**config.mk**
```make
export PLATFORM = sky130hd
export DESIGN_NAME = riscv_fetch_flat
export DESIGN_NICKNAME = d
export VERILOG_FILES = /design/src/rtl/riscv_fetch_pkg.sv /design/src/rtl/riscv_fetch_if.sv /design/src/rtl/riscv_fetch_fifo.sv /design/src/rtl/riscv_fetch.sv /design/src/flat_wrapper.sv
export SDC_FILE = /design/constraint.sdc
export NUM_CORES = 1
export LEC_CHECK = 0
export CAP_MARGIN = 20
export CORE_MARGIN = 3
export CORE_UTILIZATION = 57
export DETAILED_ROUTE_END_ITERATION = 10
export PLACE_DENSITY = 0.79
export SLEW_MARGIN = 20
export SYNTH_ARGS = -nofsm -noshare
export SYNTH_HDL_FRONTEND = slang
export SYNTH_SLANG_ARGS = --single-unit
export TNS_END_PERCENT = 20
```
**constraint.sdc**
```tcl
create_clock -name clk -period 4.5 [get_ports clk]
set_input_delay 0.45 -clock clk [delete_from_list [all_inputs] [get_ports clk]]
set_output_delay 0.45 -clock clk [all_outputs]
set_load 0.005 [all_outputs]
```
**src/rtl/riscv_fetch_pkg.sv**
```systemverilog
// Shared front-end types: RV32I base opcodes, fetch buffer entry and the opcode legality check.
package riscv_fetch_pkg;

  typedef enum logic [6:0] {
    op_load  = 7'b0000011,
    op_imm   = 7'b0010011,
    op_store = 7'b0100011,
    op_reg   = 7'b0110011,
    op_br    = 7'b1100011
  } riscvi_opcode_t;

  typedef struct packed {
    logic [31:0] pc;
    logic [31:0] instr;
  } fetch_entry_t;

  localparam logic [31:0] RESET_PC_DEFAULT = 32'h0000_0000;

  function automatic logic is_legal_opcode(input logic [6:0] op);
    case (op)
      op_load, op_imm, op_store, op_reg, op_br: return 1'b1;
      default:                                  return 1'b0;
    endcase
  endfunction

endpackage

```
**src/rtl/riscv_fetch_if.sv**
```systemverilog
// Fetch-stage bundle: imem request/response, branch redirect and the decode hand-off.
interface riscv_fetch_if #(
  parameter int XLEN = 32
);
  import riscv_fetch_pkg::*;

  logic            imem_req_valid;
  logic            imem_req_ready;
  logic [XLEN-1:0] imem_req_addr;
  logic            imem_rsp_valid;
  logic [31:0]     imem_rsp_data;
  logic            redirect_valid;
  logic [XLEN-1:0] redirect_pc;
  logic            dec_valid;
  logic            dec_ready;
  logic [XLEN-1:0] dec_pc;
  logic [31:0]     dec_instr;
  riscvi_opcode_t  dec_opcode;
  logic            dec_illegal;

  modport master (
    output imem_req_valid, imem_req_addr, dec_valid, dec_pc, dec_instr, dec_opcode, dec_illegal,
    input  imem_req_ready, imem_rsp_valid, imem_rsp_data, redirect_valid, redirect_pc, dec_ready
  );

  modport slave (
    input  imem_req_valid, imem_req_addr, dec_valid, dec_pc, dec_instr, dec_opcode, dec_illegal,
    output imem_req_ready, imem_rsp_valid, imem_rsp_data, redirect_valid, redirect_pc, dec_ready
  );

endinterface

```
**src/rtl/riscv_fetch_fifo.sv**
```systemverilog
// Fetch buffer: registered FIFO with async reset and synchronous flush (flush beats push).
// Pushed data reaches the head the following cycle; when empty the head holds the last popped entry.
module riscv_fetch_fifo
  import riscv_fetch_pkg::*;
#(
  parameter int  DEPTH = 4,
  parameter type T     = fetch_entry_t
) (
  input  logic                       clk,
  input  logic                       rst,
  input  logic                       flush_i,
  input  logic                       push_i,
  input  T                           push_dat_i,
  input  logic                       pop_i,
  output logic                       vld_o,
  output T                           head_o,
  output logic [$clog2(DEPTH+1)-1:0] count_o
);
  localparam int AW = $clog2(DEPTH);
  localparam int CW = $clog2(DEPTH + 1);

  T              mem_q [DEPTH];
  T              last_q;
  logic [AW-1:0] rd_q, rd_d, wr_q, wr_d;
  logic [CW-1:0] count_q, count_d;
  logic          do_pop;

  assign vld_o   = (count_q != '0);
  assign do_pop  = pop_i && vld_o;
  assign head_o  = vld_o ? mem_q[rd_q] : last_q;
  assign count_o = count_q;

  always_comb begin
    rd_d    = rd_q;
    wr_d    = wr_q;
    count_d = count_q;
    if (flush_i) begin
      rd_d    = '0;
      wr_d    = '0;
      count_d = '0;
    end else begin
      if (push_i) wr_d = wr_q + AW'(1);
      if (do_pop) rd_d = rd_q + AW'(1);
      count_d = count_q + CW'(push_i) - CW'(do_pop);
    end
  end

  always_ff @(posedge clk or posedge rst) begin
    if (rst) begin
      rd_q    <= '0;
      wr_q    <= '0;
      count_q <= '0;
      last_q  <= '0;
    end else begin
      rd_q    <= rd_d;
      wr_q    <= wr_d;
      count_q <= count_d;
      if (do_pop) last_q <= mem_q[rd_q];
    end
  end

  always_ff @(posedge clk) begin
    if (push_i && !flush_i) mem_q[wr_q] <= push_dat_i;
  end

endmodule

```
**src/rtl/riscv_fetch.sv**
```systemverilog
// RV32I fetch stage: issues word fetches, tracks in-flight PCs in order and buffers responses for decode.
// A redirect flushes the buffer and marks every outstanding request so its response is dropped.
module riscv_fetch
  import riscv_fetch_pkg::*;
#(
  parameter int              XLEN       = 32,
  parameter logic [XLEN-1:0] RESET_PC   = XLEN'(RESET_PC_DEFAULT),
  parameter int              FIFO_DEPTH = 4
) (
  input logic           clk,
  input logic           rst,
  riscv_fetch_if.master bus
);
  localparam int CW = $clog2(FIFO_DEPTH + 1);
  localparam int AW = $clog2(FIFO_DEPTH);

  logic [XLEN-1:0] pc_q, pc_d;
  logic [CW-1:0]   outst_q, outst_d, kill_q, kill_d, fifo_count;
  logic [AW-1:0]   iss_ptr_q, ret_ptr_q;
  logic [XLEN-1:0] inflight_pc_q [FIFO_DEPTH];
  logic            ill_hold_q;
  logic            has_room, req_vld, req_fire, rsp_vld, rsp_drop, push, pop, fifo_vld;
  fetch_entry_t    push_dat, head;

  // Every in-flight request owns a buffer slot, so issue stops once the slots are spoken for.
  assign has_room = ({1'b0, outst_q} + {1'b0, fifo_count}) < (CW + 1)'(FIFO_DEPTH);
  assign req_vld  = !rst && !bus.redirect_valid && has_room;
  assign req_fire = req_vld && bus.imem_req_ready;
  assign rsp_vld  = bus.imem_rsp_valid;
  assign rsp_drop = rsp_vld && (kill_q != '0 || bus.redirect_valid);
  assign push     = rsp_vld && !rsp_drop;
  assign pop      = fifo_vld && bus.dec_ready;
  assign push_dat = '{pc: 32'(inflight_pc_q[ret_ptr_q]), instr: bus.imem_rsp_data};

  riscv_fetch_fifo #(
    .DEPTH (FIFO_DEPTH),
    .T     (fetch_entry_t)
  ) u_fifo (
    .clk        (clk),
    .rst        (rst),
    .flush_i    (bus.redirect_valid),
    .push_i     (push),
    .push_dat_i (push_dat),
    .pop_i      (pop),
    .vld_o      (fifo_vld),
    .head_o     (head),
    .count_o    (fifo_count)
  );

  always_comb begin
    pc_d    = pc_q;
    kill_d  = kill_q;
    outst_d = outst_q + CW'(req_fire) - CW'(rsp_vld);
    if (bus.redirect_valid) begin
      pc_d   = bus.redirect_pc & ~XLEN'(3);
      kill_d = outst_q - CW'(rsp_vld);
    end else begin
      if (req_fire) pc_d = pc_q + XLEN'(4);
      if (rsp_vld && kill_q != '0) kill_d = kill_q - CW'(1);
    end
  end

  always_ff @(posedge clk or posedge rst) begin
    if (rst) begin
      pc_q       <= RESET_PC;
      outst_q    <= '0;
      kill_q     <= '0;
      iss_ptr_q  <= '0;
      ret_ptr_q  <= '0;
      ill_hold_q <= 1'b0;
    end else begin
      pc_q    <= pc_d;
      outst_q <= outst_d;
      kill_q  <= kill_d;
      if (req_fire) iss_ptr_q <= iss_ptr_q + AW'(1);
      if (rsp_vld)  ret_ptr_q <= ret_ptr_q + AW'(1);
      if (pop)      ill_hold_q <= !is_legal_opcode(head.instr[6:0]);
    end
  end

  always_ff @(posedge clk) begin
    if (req_fire) inflight_pc_q[iss_ptr_q] <= pc_q;
  end

  assign bus.imem_req_valid = req_vld;
  assign bus.imem_req_addr  = pc_q;
  assign bus.dec_valid      = fifo_vld;
  assign bus.dec_pc         = XLEN'(head.pc);
  assign bus.dec_instr      = head.instr;
  assign bus.dec_opcode     = riscvi_opcode_t'(head.instr[6:0]);
  assign bus.dec_illegal    = fifo_vld ? !is_legal_opcode(head.instr[6:0]) : ill_hold_q;

  rsp_needs_outstanding_a: assert property (@(posedge clk) disable iff (rst)
    !(rsp_vld && outst_q == '0));

endmodule

```
**src/flat_wrapper.sv**
```systemverilog
// flat-port wrapper written by rule: the top's interface ports become plain ports
module riscv_fetch_flat import riscv_fetch_pkg::*;
#(
  parameter int              XLEN       = 32,
  parameter logic [XLEN-1:0] RESET_PC   = XLEN'(RESET_PC_DEFAULT),
  parameter int              FIFO_DEPTH = 4
)
  (clk, rst, bus_imem_req_valid, bus_imem_req_addr, bus_dec_valid, bus_dec_pc, bus_dec_instr, bus_dec_opcode, bus_dec_illegal, bus_imem_req_ready, bus_imem_rsp_valid, bus_imem_rsp_data, bus_redirect_valid, bus_redirect_pc, bus_dec_ready);
  riscv_fetch_if #(.XLEN(XLEN)) bus_i ();
  input logic clk;
  input logic rst;
  output wire logic [$bits(bus_i.imem_req_valid)-1:0] bus_imem_req_valid;
  output wire logic [$bits(bus_i.imem_req_addr)-1:0] bus_imem_req_addr;
  output wire logic [$bits(bus_i.dec_valid)-1:0] bus_dec_valid;
  output wire logic [$bits(bus_i.dec_pc)-1:0] bus_dec_pc;
  output wire logic [$bits(bus_i.dec_instr)-1:0] bus_dec_instr;
  output wire logic [$bits(bus_i.dec_opcode)-1:0] bus_dec_opcode;
  output wire logic [$bits(bus_i.dec_illegal)-1:0] bus_dec_illegal;
  input wire logic [$bits(bus_i.imem_req_ready)-1:0] bus_imem_req_ready;
  input wire logic [$bits(bus_i.imem_rsp_valid)-1:0] bus_imem_rsp_valid;
  input wire logic [$bits(bus_i.imem_rsp_data)-1:0] bus_imem_rsp_data;
  input wire logic [$bits(bus_i.redirect_valid)-1:0] bus_redirect_valid;
  input wire logic [$bits(bus_i.redirect_pc)-1:0] bus_redirect_pc;
  input wire logic [$bits(bus_i.dec_ready)-1:0] bus_dec_ready;
  assign bus_imem_req_valid = bus_i.imem_req_valid;
  assign bus_imem_req_addr = bus_i.imem_req_addr;
  assign bus_dec_valid = bus_i.dec_valid;
  assign bus_dec_pc = bus_i.dec_pc;
  assign bus_dec_instr = bus_i.dec_instr;
  assign bus_dec_opcode = bus_i.dec_opcode;
  assign bus_dec_illegal = bus_i.dec_illegal;
  assign bus_i.imem_req_ready = bus_imem_req_ready;
  assign bus_i.imem_rsp_valid = bus_imem_rsp_valid;
  assign bus_i.imem_rsp_data = bus_imem_rsp_data;
  assign bus_i.redirect_valid = bus_redirect_valid;
  assign bus_i.redirect_pc = bus_redirect_pc;
  assign bus_i.dec_ready = bus_dec_ready;
  riscv_fetch #(.XLEN(XLEN), .RESET_PC(RESET_PC), .FIFO_DEPTH(FIFO_DEPTH)) u_core (.clk(clk), .rst(rst), .bus(bus_i));
endmodule
```
# --- Word level (Yosys, flattened, before mapping) ---
# Memories as Yosys holds them, arrays and structs flattened.
# Cells that the tools add are included.
word_totals:
  register_bits: 114
  ram_bits: 384
  in_bits: 70
  out_inout_bits: 106
  wordCells: 70
  n_memories: 2
memory_table:
  columns: ["name", "words", "width", "rd", "rd_ports_with_merged_regs", "write_ports", "line_no", "text"]
  rows:
  - ["u_core.u_fifo.mem_q", 4, 64, 1, 0, 1, "riscv_fetch_fifo.sv:22", "T mem_q [DEPTH];"]
  - ["u_core.inflight_pc_q", 4, 32, 1, 0, 1, "riscv_fetch.sv:20", "logic [XLEN-1:0] inflight_pc_q [FIFO_DEPTH];"]
op_classes:
  add_sub_neg: 12
  order_cmp: 1
  n_eq_ne: 5
  mux: 17
  reduce_logical: 22
ops:
  columns: ["op", "count"]
  rows:
  - ["$mux 32", 2]
  - ["$mux 64", 1]
  - ["$add 32x3->32 const B", 1]
  - ["$eq 7x6->1 const B", 2]
  - ["$logic_and 1x1->1", 9]
  - ["$mux 3", 3]
  - ["$sub 3x1->3", 3]
  - ["$add 2x1->2 const B", 4]
  - ["$mux 2", 4]
  - ["$reduce_bool 2->1", 4]
  - ["$eq 7x2->1 const B", 1]
  - ["$eq 7x5->1 const B", 1]
  - ["$eq 7x7->1 const B", 1]
  - ["$mux 1", 7]
  - ["$add 3x1->3", 2]
  - ["$reduce_bool 3->1", 2]
  - ["$logic_not 1->1", 5]
  - ["$reduce_or 5->1", 1]
  - ["$add 3x3->4", 1]
  - ["$lt 4x3->1 const B", 1]
  - ["$sub 3x1->3 const B", 1]
  - ["$logic_or 1x1->1", 1]

# --- Logic depth before layout (Yosys ltp) ---
# Gate-level depths: netlist of the first run.
depth:
  ltp_word: 8
  mapped_depth: 12
  depth_no_buf: 12

# --- Cells and area by module ---
# Synthesis of the first run repeated with hierarchy kept, for this count alone.
unflattened:
  cells_unflattened: 1043
  area_unflattened_um2: 19839.0
by_module_without_submodules:
  columns: ["module", "n_inst", "cells_each", "area_per_inst_um2", "seq_area_each_um2"]
  rows:
  - ["riscv_fetch_fifo", 1, 582, 12786.0, 9464.1]
  - ["riscv_fetch", 1, 461, 7053.0, 4629.4]

# --- Worst setup path after synthesis of the first run ---
# OpenSTA, ideal clock, no wires.
synth_timing:
  kind: "flip-flop to flip-flop"
  start: "register u_core.kill_q[0]"
  end: "memory u_core.u_fifo.mem_q[0][0] in the netlist's numbering, enable pin"
  setup_ps: 427
  arrival_ps: 2429
  required_time_ps: 4073
  setup_slack_ps: 1644
  stages_incl_launch_ff: 6
  n_path_buf: 0
  synth_period_minus_slack_ps: 2856
  cell_sequence: "dfrtp_1 > inv_1 > ha_1 > nand3b_1 > nor2_1 > and2_1"
synth_between:
  elab_chain_len: 8
synth_rtl:
  columns: ["element", "line_no", "text"]
  rows:
  - ["from (decl)", "riscv_fetch.sv:18", "logic [CW-1:0] outst_q, outst_d, kill_q, kill_d, fifo_count;"]
  - ["from (signal assigned)", "riscv_fetch.sv:74", "kill_q <= kill_d;"]
  - ["$reduce_bool 3->1", "riscv_fetch.sv:30", "assign rsp_drop = rsp_vld && (kill_q != '0 || bus.redirect_valid);"]
  - ["$logic_or 1x1->1", "riscv_fetch.sv:30", null]
  - ["$logic_and 1x1->1", "riscv_fetch.sv:30", null]
  - ["$logic_not 1->1", "riscv_fetch.sv:31", "assign push = rsp_vld && !rsp_drop;"]
  - ["$logic_and 1x1->1", "riscv_fetch.sv:31", null]
  - ["$logic_and 1x1->1", "riscv_fetch_fifo.sv:63", "if (push_i && !flush_i) mem_q[wr_q] <= push_dat_i;"]
  - ["$mux 1", "riscv_fetch_fifo.sv:63", null]
  - ["$mux 1 (not written as such)", "riscv_fetch_fifo.sv:63", null]
  - ["to (decl)", "riscv_fetch_fifo.sv:22", null]
# No other way between the ends.

# --- Final worst setup path of the first run ---
layout_timing:
  start: "register u_core.u_fifo.rd_q[1]"
  end: "output port bus_dec_illegal"
layout_between:
  elab_chain_len: 7
  word_cells_on_any_way: 11
  cone_classes: "5 x eq/ne; 3 x mux; 2 x reduce/logical; 1 x memory"
layout_rtl:
  columns: ["element", "line_no", "text"]
  rows:
  - ["from (decl)", "riscv_fetch_fifo.sv:24", "logic [AW-1:0] rd_q, rd_d, wr_q, wr_d;"]
  - ["from (signal assigned)", "riscv_fetch_fifo.sv:55", "rd_q <= rd_d;"]
  - ["$mem_v2 4x64 (*)", null, null]
  - ["$mux 64 (*)", "riscv_fetch_fifo.sv:30", "assign head_o = vld_o ? mem_q[rd_q] : last_q;"]
  - ["$eq 7x2->1, or another cell as far along", "riscv_fetch_pkg.sv:20", "case (op)"]
  - ["$reduce_or 5->1 (*)", "riscv_fetch_pkg.sv:20", null]
  - ["$mux 1 (*)", "riscv_fetch_pkg.sv:20", null]
  - ["$logic_not 1->1 (*)", "riscv_fetch.sv:91", "assign bus.dec_illegal = fifo_vld ? !is_legal_opcode(head.instr[6:0]) : ill_hold_q;"]
  - ["$mux 1 (*)", "riscv_fetch.sv:91", null]
  - ["to (decl)", "flat_wrapper.sv:18", "output wire logic [$bits(bus_i.dec_illegal)-1:0] bus_dec_illegal;"]
# Every way passes the cells marked *; elsewhere a longest branch is shown, timed or not.

==> results by group, run 1 <==
Yosys
  – Sequential area share after synthesis: 71.37%
  – Top-area cell type share of the netlist area: 57.14%
  – Asr flop ratio synth: 23.01%
  – Synth area leader: edfxtp_1
  – Top FF cell, synth: edfxtp_1
  – Synth area leaders: edfxtp_1, dfrtp_1, mux4_2, mux2_2, ha_1
  – Syn Inst Count: 1027
  – Seq cells post-synth: 478
  – Cell Area, Synth: 19340 um2
  – Post-synth EDFFs: 368
  – Ys Warns: 0
  – Syn avg cell area: 18.83 um2
  – Synth cell types: 54

GRT
  – Largest net degree at the start of global routing: 67
  – Overflow after GRT: 0
  – Global-route usage over all layers: 20.83%
  – Vias in the first global route: 10510
  – Initial antenna violation count: 1
  – First-pass GRT wire length: 58.27 mm

Worst setup path
  – Data arrival, critical path: 3.02 ns
  – CP bufs+invs: 2
  – Crit path required time: 4.05 ns
  – Worst R2R End: u_core.u_fifo.count_o[2]$_DFF_PP0_
  – RR Startpoint: u_core.u_fifo.count_o[1]$_DFF_PP0_
  – Worst R2R Setup Slack: 1.34 ns
  – R2R depth: 9
  – Delay-heaviest family, CP: buffers and inverters
  – Startpoint Class: flop
  – CP peak stage delay: 0.72 ns
  – Crit path to: bus_dec_illegal
  – Worst setup path start: u_core.u_fifo.rd_q[1]$_DFFE_PP0P_
  – CP Capture Type: output pin
  – Critical Path Stages: 7
  – CP max FO: 20
  – CP max stage cell: dfrtp_2
  – Setup CP Type: flop to output pin
  – Crit-path cells: buf_4 > nor2_1 > a221oi_1 > a21o_1 > nand2_1 > a31oi_1 > clkdlybuf4s50_1

Placed design
  – Setup slack at placement: 1.373 ns
  – PortBufs: 169
  – Gpl congestion: 0.8160
  – Post-DP Area: 21540 um2
  – Placed Instances: 1599
  – DP Wirelength: 22.24 mm

Clock network
  – H-tree depth reported by CTS: 2
  – Clock buffer depth: 3
  – CTS tree: built
  – Gates resized, CTS repair: 0
  – Clk pin slew, worst setup/hold paths: 0.06 ns
  – Sink Count: 478
  – Hold_buf cts: 0
  – Worst-skew pair later-pin latency: 0.54 ns
  – CTS Buf Count: 47
  – Root buffer cell: clkbuf_16
  – # Post-CTS Setup Buffers: 0

Layout
  – Non-Filler Instances: 1683
  – Final net count: 1297
  – Share of layout cells above drive strength 1: 25.87%
  – Area occupied by multi-input gates: 5166 um2
  – Inserted Diodes: 0
  – Commonest non-fill, non-tap cell in the layout: edfxtp_1
  – Post-route cell area: 23020 um2
  – Fillers: 2020
  – Area grow syn2layout: 19.01%
  – Total area of sequential cells: 13810 um2
  – Highest-count cells in the layout ignoring fill and taps: edfxtp_1, clkdlybuf4s50_1, mux2_2, dfrtp_1, mux4_2

Timing
  – Final Slew Violations: 0
  – Final worst slack: 1.026 ns
  – Min Hold Slack: 0.3444 ns
  – Finish-stage setup viols: 0
  – Setup TNS Final: 0 ns
  – Fmax: 0.2879 GHz
  – Worst slew pin tran: 1.040 ns
  – RSZ-0062 raised after global routing: false
  – Final Hold Viols: 0
  – Tcrit/Tclk final: 77.20%
  – Max transition margin: 30.66%
  – Clock Skew: 0.01865 ns
  – Final min period: 3.474 ns

Pwr
  – VDD IR max: 370.6 uV
  – Cell leakage power: 7.841 nW
  – Power density cells: 606.0 nW/um2

Drt
  – Post-route ant nets: 0
  – Vias per inst: 5.905
  – Via total after detailed routing: 9938
  – Routed WL: 37.06 mm
  – DR pass1 iterations: 5
  – DRC: 0
  – Initial drt markers: 590
  – Routed length per placed instance: 22.02 um

Run status
  – Status: complete, no violations

Floorplan
  – Core outline area: 32950 um2
  – Cell row count: 66
  – # IOs: 176
  – Die Width: 190.2 um
  – Initial core utilization: 58.70%
  – Overall die height: 190.2 um
  – Area of the die: 36180 um2

Min path
  – Type of the most critical hold path: primary input to flop

Flow run
  – Max capacitance violation total: 0
[routing by layer]
layer | track usage [%] | share of wire [%] | vias to the layer above
met3 | 3.409 | 5.6 | 56
met2 | 35.40 | 51 | 354
met1 | 28.88 | 42 | 5121
met4 | 4.855 | 1.7 | 2
li1 | - | - | 4405
met5 | 0 | 0.035 | -
[cell type report]
cell class | count | share of cell area [%]
sequential | 478 | 60.01
clock inverter | 11 | 0.4784
multi-input combinational | 472 | 22.45
timing repair buffer | 187 | 8.404
clock buffer | 73 | 5.925
inverter | 20 | 0.3370
tap | 442 | 2.403
[worst min path at each step]
stage	startpoint	to	slack [ns]	cells past startpoint
global route	bus_redirect_valid	u_core.kill_q[0]$_DFFE_PP0P_	0.38	4
CTS	bus_redirect_valid	u_core.kill_q[0]$_DFFE_PP0P_	0.33	4
floorplan	u_core.u_fifo.last_q[31]$_DFFE_PP0P_	u_core.u_fifo.last_q[31]$_DFFE_PP0P_	0.48	1
global placement	u_core.u_fifo.last_q[38]$_DFFE_PP0P_	u_core.u_fifo.last_q[38]$_DFFE_PP0P_	0.49	1
detailed placement	u_core.u_fifo.last_q[1]$_DFFE_PP0P_	u_core.u_fifo.last_q[1]$_DFFE_PP0P_	0.49	1
finish	bus_redirect_valid	u_core.kill_q[0]$_DFFE_PP0P_	0.34	4
[power by group]
part | internal (mW) | total [mW] | switching (mW) | leakage [nW]
combinational | 2.58 | 4.28 | 1.70 | 2.49
sequential | 5.50 | 5.96 | 0.466 | 4.63
clock | 2.19 | 3.71 | 1.51 | 0.722
[registers in the layout, summed over array words and instances (netlist names), 3 cells and up]
signal / count
u_core.kill_q: 3
u_core.outst_q: 3
u_core.u_fifo.count_o: 3
u_core.inflight_pc_q: 120
u_core.u_fifo.mem_q: 248
u_core.u_fifo.last_q: 62
u_core.bus.imem_req_addr: 30
[cells by family (layout without fill, tap and decap cells)]
kind of cell / after synthesis / count (layout) / synth area share (%)
AOI/OAI and AO/OA: 61 / 61 / 2.031
xor gates and xnor gates: 24 / 24 / 1.087
adders and majority gates: 21 / 21 / 1.436
buffers and inverters: 80 / 291 / 2.038
DFF: 478 / 478 / 71.37
muxes: 218 / 218 / 18.04
other: 1 / 4 / 0.01939
and+or+nand+nor: 144 / 144 / 3.979
[stage by stage]
step,power [mW],util [%]
6_report,13.95,69.86
5_1_grt,14.63,69.86
4_1_cts,14.11,69.85
3_5_place_dp,10.36,65.38
3_3_place_gp,10.23,65.38
2_1_floorplan,8.551,-
[worst register-to-register path: cells and delay by family, from the launching register on]
| kind | cells | cell delay (ns) |
|---|---|---|
| adder cells (fa/ha/maj) | 3 | 0.81 |
| flip-flops | 1 | 0.46 |
| AND/OR/NAND/NOR | 3 | 1.49 |
| buffers and inverters | 2 | 0.11 |
| XOR/XNOR | 1 | 0.17 |
[cells in the mapped netlist, types with 3 or more instances]
| cell | count |
|---|---|
| nor3_1 | 7 |
| nand4_1 | 8 |
| nand2_1 | 50 |
| nor2_1 | 22 |
| buf_6 | 3 |
| buf_2 | 18 |
| buf_4 | 13 |
| xnor2_1 | 14 |
| o311ai_0 | 5 |
| a21o_1 | 3 |
| clkbuf_1 | 22 |
| nand3_1 | 21 |
| edfxtp_1 | 368 |
| and4_1 | 3 |
| ha_1 | 19 |
| o21ai_0 | 26 |
| dfrtp_1 | 110 |
| mux2_2 | 124 |
| and3_1 | 3 |
| o211ai_1 | 8 |
| a31oi_1 | 6 |
| a21oi_1 | 3 |
| and2_1 | 10 |
| mux4_2 | 92 |
| buf_1 | 4 |
| inv_1 | 19 |
| xor2_1 | 10 |
No activity file was read; power rests on OpenSTA's default activity.
==> run 2: changes to the inputs <==
Settings changed: CORE_UTILIZATION 57 to 52, PLACE_DENSITY 0.79 to 0.76.
Clock period 4.5 ns to 2.85 ns, I/O delays scaled along.
==> run 2 against run 1 <==
Clock-buffer cell count decreased by 12; clock power increased by 80%; the run now ends with negative setup slack left; sequential power increased by 56%; final cell count increased by 4.4%; die area increased by 9.3%; critical path type unchanged; largest power group unchanged.
==> results by group, run 2 (same netlist as run 1, synthesis figures left out) <==
Run status
  – Status: complete, but fails checks
  – Failing checks: negative setup slack

Layout
  – Fillers: 2484 (+23%)
  – Non-Filler Instances: 1757 (+4.4%)
  – Max reg flops: 248 (unchanged)
  – Highest-count cells in the layout ignoring fill and taps: edfxtp_1, clkdlybuf4s50_1, mux2_2, dfrtp_1, mux4_2
  – Total area of sequential cells: 13810 um2 (about the same)
  – Largest regs: u_core.u_fifo.mem_q: 248 flops, u_core.inflight_pc_q: 120 flops, u_core.u_fifo.last_q: 62 flops
  – Area grow syn2layout: 23.63%
  – Inserted Diodes: 0 (unchanged)
  – Commonest non-fill, non-tap cell in the layout: edfxtp_1
  – Share of layout cells above drive strength 1: 29.33% (+3.5 points)
  – Post-route cell area: 23910 um2 (+3.9%)
  – Area occupied by multi-input gates: 5196 um2 (+0.58%)
  – Final net count: 1342 (+3.5%)
  – Reg with most FFs: u_core.u_fifo.mem_q

Drt
  – Routed length per placed instance: 21.83 um (-0.84%)
  – Via total after detailed routing: 10040 (+1.0%)
  – DR pass1 iterations: 6 (+1)
  – DRC: 0 (unchanged)
  – Vias per inst: 5.715 (-3.2%)
  – Routed WL: 38.36 mm (+3.5%)
  – Post-route ant nets: 0 (unchanged)
  – Initial drt markers: 757 (+28%)

Min path
  – Type of the most critical hold path: primary input to flop

Clock network
  – Sink Count: 478 (unchanged)
  – Root buffer cell: clkbuf_16
  – Clk pin slew, worst setup/hold paths: 0.06 ns (about the same)
  – Worst-skew pair later-pin latency: 0.54 ns (about the same)
  – Clock buffer depth: 3 (unchanged)
  – CTS tree: built
  – H-tree depth reported by CTS: 2 (unchanged)
  – CTS Buf Count: 48 (+2.1%)

Pwr
  – VDD IR max: 460.3 uV (+24%)
  – Power density cells: 972.5 nW/um2 (+60%)
  – Cell leakage power: 8.648 nW (+10%)

Timing
  – Final Hold Viols: 0 (unchanged)
  – Final worst slack: -0.09683 ns (-1.123 ns)
  – Fmax: 0.3393 GHz
  – RSZ-0062 raised after global routing: true
  – Final min period: 2.947 ns
  – Setup TNS Final: -0.6959 ns (-0.6959 ns)
  – Clock Skew: 0.01379 ns (-0.004861 ns)
  – Max transition margin: 39.23% (+8.6 points)
  – Worst slew pin tran: 0.9082 ns (-0.1318 ns)
  – Finish-stage setup viols: 13 (+13)
  – Final Slew Violations: 0 (unchanged)
  – Tcrit/Tclk final: 103.4%

Floorplan
  – Cell row count: 70 (+6.1%)
  – Initial core utilization: 52.83% (-5.9 points)
  – # IOs: 176 (unchanged)
  – Die Width: 198.9 um (+4.5%)
  – Overall die height: 198.9 um (+4.5%)
  – Core outline area: 36610 um2 (+11%)
  – Area of the die: 39540 um2 (+9.3%)

Worst setup path
  – Crit path to: bus_dec_pc[3]
  – Data arrival, critical path: 2.66 ns (-0.36 ns)
  – R2R depth: 10 (+1)
  – Worst setup path start: u_core.u_fifo.rd_q[0]$_DFFE_PP0P_
  – CP Capture Type: output pin
  – Crit-path cells: buf_4 > clkbuf_16 > mux4_2 > mux2_2 > clkdlybuf4s50_1
  – Crit path required time: 2.57 ns (-1.48 ns)
  – Startpoint Class: flop
  – Worst R2R End: u_core.u_fifo.count_o[2]$_DFF_PP0_
  – CP max stage cell: mux4_2
  – CP max FO: 13 (-35%)
  – RR Startpoint: u_core.u_fifo.count_o[0]$_DFF_PP0_
  – Worst R2R Setup Slack: 0.33 ns (-1.01 ns)
  – CP peak stage delay: 0.54 ns (-0.18 ns)
  – Setup CP Type: flop to output pin

GRT
  – Largest net degree at the start of global routing: 55 (-18%)
  – Initial antenna violation count: 2 (+1)
  – Vias in the first global route: 10450 (-0.60%)
  – Global-route usage over all layers: 19.45% (-1.4 points)
  – First-pass GRT wire length: 59.44 mm (+2.0%)
  – Overflow after GRT: 0 (unchanged)

Placed design
  – Gpl congestion: 0.8219 (+0.72%)
  – Placed Instances: 1648 (+3.1%)
  – DP Wirelength: 23.50 mm (+5.6%)
  – PortBufs: 169 (unchanged)
  – Setup slack at placement: 0.2944 ns (-1.079 ns)
  – Post-DP Area: 21850 um2 (+1.4%)

Flow run
  – Max capacitance violation total: 0 (unchanged)
[run 2: cell types whose count changed in the layout (fill, tap and decap cells not counted), moves of 3 or more]
cell | before | now
bufinv_16 | 2 | 9
clkinv_1 | 1 | 5
buf_4 | 9 | 39
dlymetal6s2s_1 | 0 | 41
clkdlybuf4s50_1 | 168 | 120
clkbuf_16 | 47 | 51
clkbuf_1 | 17 | 5
mux2_4 | 0 | 6
mux2_2 | 124 | 118
dlygate4sd2_1 | 0 | 7
buf_12 | 9 | 17
clkinv_2 | 6 | 9
[run 2: per-stage QoR]
stage               hold slack [ns]  power (mW)  utilization (%)
floorplan                    0.3721       13.50                -
global placement             0.4854       16.42            59.68
detailed placement           0.4927       16.64            59.68
CTS                          0.1054       23.35            64.49
global route                 0.1306       24.40            65.31
finish                       0.1306       23.25            65.31
[run 2: how the worst min path moves through the flow]
stage	slack (ns)	depth (start not counted)	startpoint	to
floorplan	0.37	1	bus_imem_rsp_valid	u_core.ret_ptr_q[0]$_DFFE_PP0P_
global placement	0.49	1	u_core.u_fifo.last_q[34]$_DFFE_PP0P_	u_core.u_fifo.last_q[34]$_DFFE_PP0P_
detailed placement	0.49	1	u_core.u_fifo.last_q[5]$_DFFE_PP0P_	u_core.u_fifo.last_q[5]$_DFFE_PP0P_
CTS	0.11	2	bus_redirect_valid	u_core.u_fifo.rd_q[0]$_DFFE_PP0P_
global route	0.13	2	bus_redirect_valid	u_core.u_fifo.wr_q[1]$_DFFE_PP0P_
finish	0.13	2	bus_redirect_valid	u_core.u_fifo.rd_q[0]$_DFFE_PP0P_
[run 2: timing repair]
item	4_1_cts	5_1_grt
gates cloned	0	2
setup buffers	5	14
setup endpoints to repair	61	62
resized for setup	13	48
hold buffers	0	0
pin swaps	0	2
[run 2: critical path: cells and delay by family (launching register included)]
family,cells,cell delay (ns)
DFF,1,0.51
muxes,2,0.83
buffers and inverters,3,0.78
[run 2: final cells by class]
type	instances	area share [%]
Tap cell	468	2.449
Clock buffer	61	5.610
Sequential cell	478	57.76
Timing Repair Buffer	231	10.59
Multi-Input combinational cell	472	21.73
Inverter	20	0.3297
Clock inverter	27	1.533
[run 2: routing by layer]
| metal | GRT usage, % | up-vias | part of all wire, % |
|---|---|---|---|
| met5 | 0 | - | 0.086 |
| met4 | 3.540 | 4 | 1.2 |
| met3 | 3.269 | 43 | 6.0 |
| met2 | 32.97 | 299 | 50 |
| met1 | 27.31 | 5206 | 42 |
| li1 | - | 4489 | - |
[run 2: power breakdown]
part | switching [mW] | leakage, nW | internal, mW
Combinational | 2.99 | 3.18 | 4.33
Sequential | 0.599 | 4.63 | 8.68
Clock | 2.52 | 0.839 | 4.14
==> run 3: changes to the inputs <==
Settings changed: CAP_MARGIN 20 to default, GPL_ROUTABILITY_DRIVEN from default to 0.
==> results of run 3 <==
No change in the layout: final DEF, timing and power equal those of run 2.
